`src/rtl/ariane_pkg.sv`:
```
// ariane_pkg: types shared by the decode -> issue path.
//   scoreboard_entry_t : packed decoded instruction as carried between decode and issue
//   SBE_WIDTH          : bit width of scoreboard_entry_t
//   ID_BUF_DEPTH       : default number of entries in the ID/issue buffer
package ariane_pkg;

   typedef struct packed {
      logic [31:0] pc;
      logic [7:0]  op;
      logic [4:0]  rd;
      logic [4:0]  rs1;
      logic [4:0]  rs2;
      logic [3:0]  fu;
      logic        valid;
      logic [3:0]  rsvd;
   } scoreboard_entry_t;

   localparam int SBE_WIDTH    = $bits(scoreboard_entry_t);
   localparam int ID_BUF_DEPTH = 4;

endpackage

```
`src/rtl/id_issue_buffer_ring.sv`:
```
// id_ring_buffer: circular FIFO storage with read/write pointers and occupancy.
//   clk_i, rst_i     : clock, synchronous active-high reset
//   flush_i          : empty the buffer at the next edge (push/pop that cycle are dropped)
//   push_i, data_i   : write data_i at the tail (caller guarantees space)
//   pop_i            : drop the head (caller guarantees non-empty)
//   head_o           : entry at the head slot (meaningless when empty)
//   occupancy_o      : number of entries held
module id_ring_buffer #(
   parameter int DEPTH = 4,
   parameter int W     = 64
) (
   input  logic                       clk_i,
   input  logic                       rst_i,
   input  logic                       flush_i,
   input  logic                       push_i,
   input  logic [W-1:0]               data_i,
   input  logic                       pop_i,
   output logic [W-1:0]               head_o,
   output logic [$clog2(DEPTH+1)-1:0] occupancy_o
);
   localparam int AW = $clog2(DEPTH);
   localparam int OW = $clog2(DEPTH+1);

   logic [W-1:0]  mem_q [DEPTH];
   logic [AW-1:0] wr_ptr_q, wr_ptr_d;
   logic [AW-1:0] rd_ptr_q, rd_ptr_d;
   logic [OW-1:0] occ_q, occ_d;

   // DEPTH is a power of two, so plain increment wraps DEPTH-1 -> 0.
   always_comb begin
      wr_ptr_d = wr_ptr_q;
      rd_ptr_d = rd_ptr_q;
      occ_d    = occ_q;
      if (flush_i) begin
         wr_ptr_d = '0;
         rd_ptr_d = '0;
         occ_d    = '0;
      end else begin
         if (push_i) wr_ptr_d = wr_ptr_q + AW'(1);
         if (pop_i)  rd_ptr_d = rd_ptr_q + AW'(1);
         occ_d = occ_q + OW'(push_i) - OW'(pop_i);
      end
   end

   always_ff @(posedge clk_i) begin
      if (rst_i) begin
         wr_ptr_q <= '0;
         rd_ptr_q <= '0;
         occ_q    <= '0;
      end else begin
         wr_ptr_q <= wr_ptr_d;
         rd_ptr_q <= rd_ptr_d;
         occ_q    <= occ_d;
      end
   end

   // Storage carries no reset so it maps onto distributed/block RAM.
   always_ff @(posedge clk_i) begin
      if (push_i && !flush_i && !rst_i) mem_q[wr_ptr_q] <= data_i;
   end

   assign head_o      = mem_q[rd_ptr_q];
   assign occupancy_o = occ_q;
endmodule

```
`src/rtl/id_issue_buffer.sv`:
```
// id_issue_buffer: DEPTH-entry FIFO between decoder and issue stage.
//   clk_i, rst_i          : clock, synchronous active-high reset
//   flush_i               : discard all buffered entries
//   decoded_*             : decoder offer; decoded_ack_o is combinational accept
//   issue_*               : head entry to issue; issue_instr_ack_i consumes it
//   occupancy_o           : entries held
//   cf_count_o            : control-flow entries held (capped at MAX_CF unless 0)
module id_issue_buffer
   import ariane_pkg::*;
#(
   parameter int DEPTH  = ID_BUF_DEPTH,
   parameter int SBE_W  = SBE_WIDTH,
   parameter int MAX_CF = 1
) (
   input  logic                       clk_i,
   input  logic                       rst_i,
   input  logic                       flush_i,
   input  logic [SBE_W-1:0]           decoded_entry_i,
   input  logic                       decoded_is_ctrl_flow_i,
   input  logic                       decoded_valid_i,
   output logic                       decoded_ack_o,
   output logic [SBE_W-1:0]           issue_entry_o,
   output logic                       issue_entry_valid_o,
   output logic                       issue_is_ctrl_flow_o,
   input  logic                       issue_instr_ack_i,
   output logic [$clog2(DEPTH+1)-1:0] occupancy_o,
   output logic [$clog2(DEPTH+1)-1:0] cf_count_o
);
   localparam int OW = $clog2(DEPTH+1);

   logic [SBE_W:0]  head;      // {is_ctrl_flow, entry}
   logic [OW-1:0]   occ;
   logic [OW-1:0]   cf_count_q, cf_count_d;
   logic            deq, enq, space_ok, cf_ok;

   id_ring_buffer #(.DEPTH(DEPTH), .W(SBE_W + 1)) u_ring (
      .clk_i       (clk_i),
      .rst_i       (rst_i),
      .flush_i     (flush_i),
      .push_i      (enq),
      .data_i      ({decoded_is_ctrl_flow_i, decoded_entry_i}),
      .pop_i       (deq),
      .head_o      (head),
      .occupancy_o (occ)
   );

   always_comb begin
      issue_entry_valid_o  = (occ != '0);
      issue_is_ctrl_flow_o = issue_entry_valid_o && head[SBE_W];
      // Zero when empty so the output is a clean 0 straight out of reset.
      issue_entry_o        = issue_entry_valid_o ? head[SBE_W-1:0] : '0;

      deq      = issue_instr_ack_i && issue_entry_valid_o;
      space_ok = (int'(occ) < DEPTH) || deq;
      // Retiring a control-flow head frees its cap slot in the same cycle.
      cf_ok    = !decoded_is_ctrl_flow_i || (MAX_CF == 0) ||
                 (int'(cf_count_q) < MAX_CF) || (deq && issue_is_ctrl_flow_o);
      enq      = decoded_valid_i && !flush_i && !rst_i && space_ok && cf_ok;
      decoded_ack_o = enq;

      cf_count_d = cf_count_q;
      if (flush_i) begin
         cf_count_d = '0;
      end else begin
         cf_count_d = cf_count_q + OW'(enq && decoded_is_ctrl_flow_i)
                                 - OW'(deq && issue_is_ctrl_flow_o);
      end
   end

   always_ff @(posedge clk_i) begin
      if (rst_i) cf_count_q <= '0;
      else       cf_count_q <= cf_count_d;
   end

   assign occupancy_o = occ;
   assign cf_count_o  = cf_count_q;
endmodule

```
`config.mk`:
```
export PLATFORM = sky130hd
export DESIGN_NAME = id_issue_buffer
export DESIGN_NICKNAME = d
export VERILOG_FILES = /design/src/rtl/ariane_pkg.sv /design/src/rtl/id_issue_buffer_ring.sv /design/src/rtl/id_issue_buffer.sv
export SDC_FILE = /design/constraint.sdc
export NUM_CORES = 1
export LEC_CHECK = 0
export ABC_AREA = 1
export CORE_UTILIZATION = 36
export CTS_CLUSTER_DIAMETER = 40
export DETAILED_ROUTE_END_ITERATION = 10
export DONT_BUFFER_PORTS = 1
export MAX_ROUTING_LAYER = met4
export PLACE_DENSITY = 0.58
export SYNTH_ARGS = -nofsm -noshare
export SYNTH_HDL_FRONTEND = slang
export SYNTH_SLANG_ARGS = --single-unit
export TNS_END_PERCENT = 20
```
`constraint.sdc`:
```
create_clock -name clk_i -period 10.8 [get_ports clk_i]
set_clock_uncertainty 0.15 [all_clocks]
set_input_delay 1.62 -clock clk_i [delete_from_list [all_inputs] [get_ports clk_i]]
set_output_delay 1.62 -clock clk_i [all_outputs]
set_load 0.1 [all_outputs]
```
Word-level counts from Yosys, hierarchy flattened

Memories as Yosys holds them, arrays and structs flattened. A register that Yosys moved wholly into a read port is not among the register bits.
Index checks and enable logic that the tools add are counted.
Widths: inputs -> output; s select.

Output and inout bits: 73
Bits of input ports: 70
RAM bits: 260
Register bits: 10
Latch bits: 0
Memories kept: 1
Memory bits (read-only): 0
Logic and storage cells: 36

Memory list:

| memory       | depth | bits a word | read ports | clocked after memory_dff | wr ports | line                       | text |
|---|---|---|---|---|---|---|---|
| u_ring.mem_q | 4     | 65          | 1          | 1                        | 1        | id_issue_buffer_ring.sv:24 | `logic [W-1:0] mem_q [DEPTH];` |

Order comparisons: 2
Shift-type cells: 0
Muxes and demuxes: 5
Add/sub/neg operators: 6
$mul: 0
Reduce and logical (&&, ||, !) cells: 18
Div/mod/pow operators: 0
Equality and inequality tests: 0
Bitwise logic cells: 0

Operator list:

| operator            | number |
|---|---|
| $mux 64             | 1 |
| $logic_and 1x1->1   | 10 |
| $add 3x1->3         | 2 |
| $sub 3x1->3         | 2 |
| $add 2x1->2 const B | 2 |
| $mux 2              | 2 |
| $logic_not 1->1     | 3 |
| $logic_or 1x1->1    | 3 |
| $lt 3x1->1 const B  | 1 |
| $lt 3x3->1 const B  | 1 |
| $reduce_bool 3->1   | 1 |
| $mux 1              | 2 |
| $reduce_or 2->1     | 1 |

Logic depth before layout (Yosys ltp)

Word-level depth: 9
Gate-level depth with buffers: 16
Gate-level depth less buffers: 15

Modules after synthesis

Synthesis repeated with hierarchy kept, for this count alone.

Cell total of the unflattened synthesis: 929
Area, all modules: 11098.1 um^2

Modules (own cells, without submodules):

| module          | sequential area each (um^2) | cells each | instances | area each (um^2) |
|---|---|---|---|---|
| id_ring_buffer  | 7987.7                      | 754        | 1         | 10277.4 |
| id_issue_buffer | 60.1                        | 175        | 1         | 820.8 |

Worst setup path after synthesis

Ideal clock, no wire load.

Path type: input-to-reg
Start: input flush_i
End: memory u_ring.mem_q[0][0] (netlist bit), enable pin
Library setup time: 0.488 ns
Data arrival time: 5.047 ns
Buffers on the path: 1
Data required time: 10.162 ns
Slack: 5.115 ns
Stages: 7
Path through: or2_1 buf_6 clkinv_2 nand2_1 a21oi_2 nand2_2 nor2_1

Longest elaborated chain between the ends: 9

RTL lines:

| item                                | line                                              | text |
|---|---|---|
| start: declaration                  | id_issue_buffer.sv:17                             | `input logic flush_i,` |
| $logic_not 1->1 (*)                 | id_issue_buffer_ring.sv:59, id_issue_buffer.sv:58 |  |
| $logic_and 1x1->1 (4 in series)     | id_issue_buffer.sv:58                             | `enq = decoded_valid_i && !flush_i && !rst_i && space_ok && cf_ok;` |
| $logic_and 1x1->1 (*) (2 in series) | id_issue_buffer_ring.sv:59                        | `if (push_i && !flush_i && !rst_i) mem_q[wr_ptr_q] <= data_i;` |
| $mux 1 (*)                          | id_issue_buffer_ring.sv:59                        |  |
| $mux 1 (not written as such) (*)    | id_issue_buffer_ring.sv:59                        |  |
| end: declaration                    | id_issue_buffer_ring.sv:24                        |  |

Mark *: on every way between the ends. The rest lies on a longest branch, timed or not.

Worst setup path in the final report

Start: register u_ring.occ_q[1] (netlist: u_ring.occupancy_o[1])
End: output issue_entry_o[29]

Longest elaborated chain between the ends: 2

RTL lines:

| item                     | line                       | text |
|---|---|---|
| start: declaration       | id_issue_buffer_ring.sv:27 | `logic [OW-1:0] occ_q, occ_d;` |
| start signal: assignment | id_issue_buffer_ring.sv:49 | `occ_q <= '0;` |
| start signal: assignment | id_issue_buffer_ring.sv:53 | `occ_q <= occ_d;` |
| $reduce_bool 3->1        | id_issue_buffer.sv:48      | `issue_entry_valid_o = (occ != '0);` |
| net issue_entry_valid_o  | id_issue_buffer.sv:23      | `output logic issue_entry_valid_o,` |
| $mux 64                  | id_issue_buffer.sv:51      | `issue_entry_o = issue_entry_valid_o ? head[SBE_W-1:0] : '0;` |
| end: declaration         | id_issue_buffer.sv:22      | `output logic [SBE_W-1:0] issue_entry_o,` |

The timed path passes the listed nets, and every way through them passes these cells.

==> run metrics <==
status complete, no violations; DP HPWL 12500 µm; switching pwr 0.668 mW; area growth from synthesis to layout 17.3%; setup ws final 4720 ps; DRC Markers 0; worst path cell trace nor2_1 -> nand2_1 -> inv_4 -> a21oi_2; Slowest-stage cell, CP a21oi_2; Syn Inst Count 854; initial core utilization 36.9%; Routability Congestion 0.707; Worst setup EP type output port; CTS clk-pin slew, worst paths 60 ps; register area 8050 µm²; Hold Vio Cnt, Final 0; Achievable Freq 165 MHz; CP max stage delay 1090 ps; total vias in the final route 6280; 1st-pass router iterations 6; Crit Path Class reg2out; Layout fillers 2644; largest net degree at the start of global routing 71; Mapped Area 10700 µm²; Slew Viols, Final 0; Syn Nets 936; CP startpoint kind flop; share of cells above drive strength 1 16.9%; post-route cell area 12600 µm²; Crit Path Max Fanout 65; worst min path class reg2reg; post-synthesis average cell area 12.5 µm²; DP Area 11300 µm²; nets 935; Worst-Margin Slew 1210 ps; Row Count 62; Final Setup Violations 0; Reg power frac 45.2%; all-layer global routing usage 15.7%; DIE AREA 30400 µm²; CTS max path bufs 3; I/O Pins 143; total power 2.61 mW; CTS Root Cell clkbuf_16; Clock Latency Late Sink 500 ps; Die Span Y 174 µm; fin crit period 6080 ps; port bufs 0; cts bufs inserted 39; # clock sinks 272; Sw Share 25.6%; LEAKAGE 4.10 nW; Detailed Route WL 22900 µm; grt total ovfl 0; Final period util 56.3%; post-CTS setup buffers 0; vias in the first global route 6420; worst endpoint required time 9030 ps; Synth area leaders edfxtp_1, nor2_1, o21ai_0, a21oi_1, dfxtp_1; sequential area share after synthesis 75.2%; 1st-iter DRT viols 348; Synth top area share 72.9%; Worst VDD drop 0.000130 V; # diodes 0; initial antenna violation count 0; Synth Warn # 0; CTS resizes 0; Post-DRT Antenna Nets 0; Vias/cell 4.96; CTS tree done; Rel. slew slack 19.4%; Yosys reg bits 272; Fin Setup TNS 0 ps; Core Region 29000 µm²; post-synth top area cell edfxtp_1; Setup Slack @ Placement 5240 ps; combinational power share 8.0%; power density over cell area 208 nW/µm²; unrepaired setup endpoints after global routing no; DIE WIDTH 174 µm; Internal Power 1.94 mW; Synth cell types 22; max_cap viols 0; Worst EP arrival 4310 ps; clock power share 46.8%; multi-input gate area in the final layout 2580 µm²; # H-tree levels 2; global-route wire length before repair 35700 µm; drt wl/cell 18.1 µm; hold buffers post-CTS 0
[metal layers]
layer | track usage [%] | vias up | wire, µm
li1 | - | 3000 | -
met1 | 19.0 | 3078 | 10100
met2 | 26.2 | 161 | 11100
met3 | 3.39 | 41 | 1240
met4 | 4.93 | 0 | 536
met5 | - | - | 0
[power groups by stage]
| stage | sequential [mW] | clock (mW) | combinational, mW |
|---|---|---|---|
| 2_1_floorplan | 1.20 | 0 | 0.187 |
| 3_3_place_gp | 1.20 | 0 | 0.210 |
| 3_5_place_dp | 1.20 | 0 | 0.212 |
| 4_1_cts | 1.18 | 1.25 | 0.212 |
| 5_1_grt | 1.18 | 1.29 | 0.221 |
| 6_report | 1.18 | 1.22 | 0.210 |
[critical path, delay by kind of cell, from the launching register on]
kind                   cells  cell delay [ps]
AO/OA/AOI/OAI              1             1090
flip-flops                 1             1040
AND/OR/NAND/NOR            2              970
buffers and inverters      1              620
[stage by stage]
stage	hold slack, ps	cells	utilization, %
after global placement	290	1196	38.8
final	305	1267	43.3
after global routing	323	1267	43.3
after detailed placement	296	1196	38.8
after CTS	305	1267	43.3
after floorplan	286	854	-
[synthesized netlist by cell type]
library cell and n:
a21boi_0 1, a21oi_1 66, a21oi_2 2, buf_1 12
buf_2 11, buf_4 12, buf_6 2, clkbuf_1 13
clkinv_2 1, dfxtp_1 12, edfxtp_1 260, fa_1 2
ha_1 10, inv_1 22, inv_2 1, nand2_1 16
nand2_2 1, nand3_1 3, nor2_1 274, o21ai_0 130
or2_1 1, xnor2_1 2
[flip-flops by register name, indices dropped and copies added, names as in the netlist, named ones only]
register            flops
u_ring.wr_ptr_q         2
u_ring.rd_ptr_q         2
cf_count_o              3
u_ring.occupancy_o      3
u_ring.mem_q          260
[logic make-up (layout without fill, tap and decap cells)]
| kind of cell | count (synthesis) | count (layout) | share of synthesized area [%] |
|---|---|---|---|
| xor gates and xnor gates | 2 | 2 | 0.164 |
| buffers and inverters | 74 | 103 | 3.30 |
| AOI/OAI and AO/OA | 199 | 199 | 9.40 |
| DFF | 272 | 272 | 75.2 |
| adders and majority gates | 12 | 12 | 1.54 |
| and+or+nand+nor | 295 | 295 | 10.4 |
[path summary, 6_finish.rpt]
kind	startpoint	endpoint	slack, ps	depth (start not counted)
max reg2reg	flop	cf_count_o[2]	6220	15
min reg2reg	u_ring.rd_ptr_q[1]	flop	310	2
min	u_ring.rd_ptr_q[1]	flop	310	2
max	u_ring.occupancy_o[1]	issue_entry_o[29]	4720	4
[layout make-up]
class | count | share of cell area, %
sequential | 272 | 64.2
multi-input combinational | 508 | 20.5
clock buffer | 46 | 8.32
tap | 384 | 3.83
clock inverter | 25 | 1.92
inverter | 24 | 0.758
timing repair buffer | 8 | 0.478
[cells in the final DEF (no fill, tap or decap)]
cell type	netlist	routed
clkinv_1	0	3
ha_1	10	10
nor2_4	0	4
inv_8	0	2
nor2_2	0	1
clkinv_4	0	3
clkinv_2	1	5
bufinv_16	0	2
inv_2	1	1
inv_4	0	1
a21oi_1	66	2
fa_1	2	2
a21oi_2	2	66
nand3_1	3	3
edfxtp_1	260	260
clkbuf_16	0	41
clkbuf_1	13	5
dfxtp_1	12	10
clkinvlp_4	0	5
o21ai_0	130	130
nand2_2	1	1
or2_1	1	1
dfxtp_2	0	1
nand2_1	16	16
dfxtp_4	0	1
xnor2_1	2	2
inv_6	0	6
buf_4	12	8
clkinv_8	0	1
inv_1	22	20
a21boi_0	1	1
nor2_1	274	269
No activity file was read; power rests on OpenSTA's default activity.
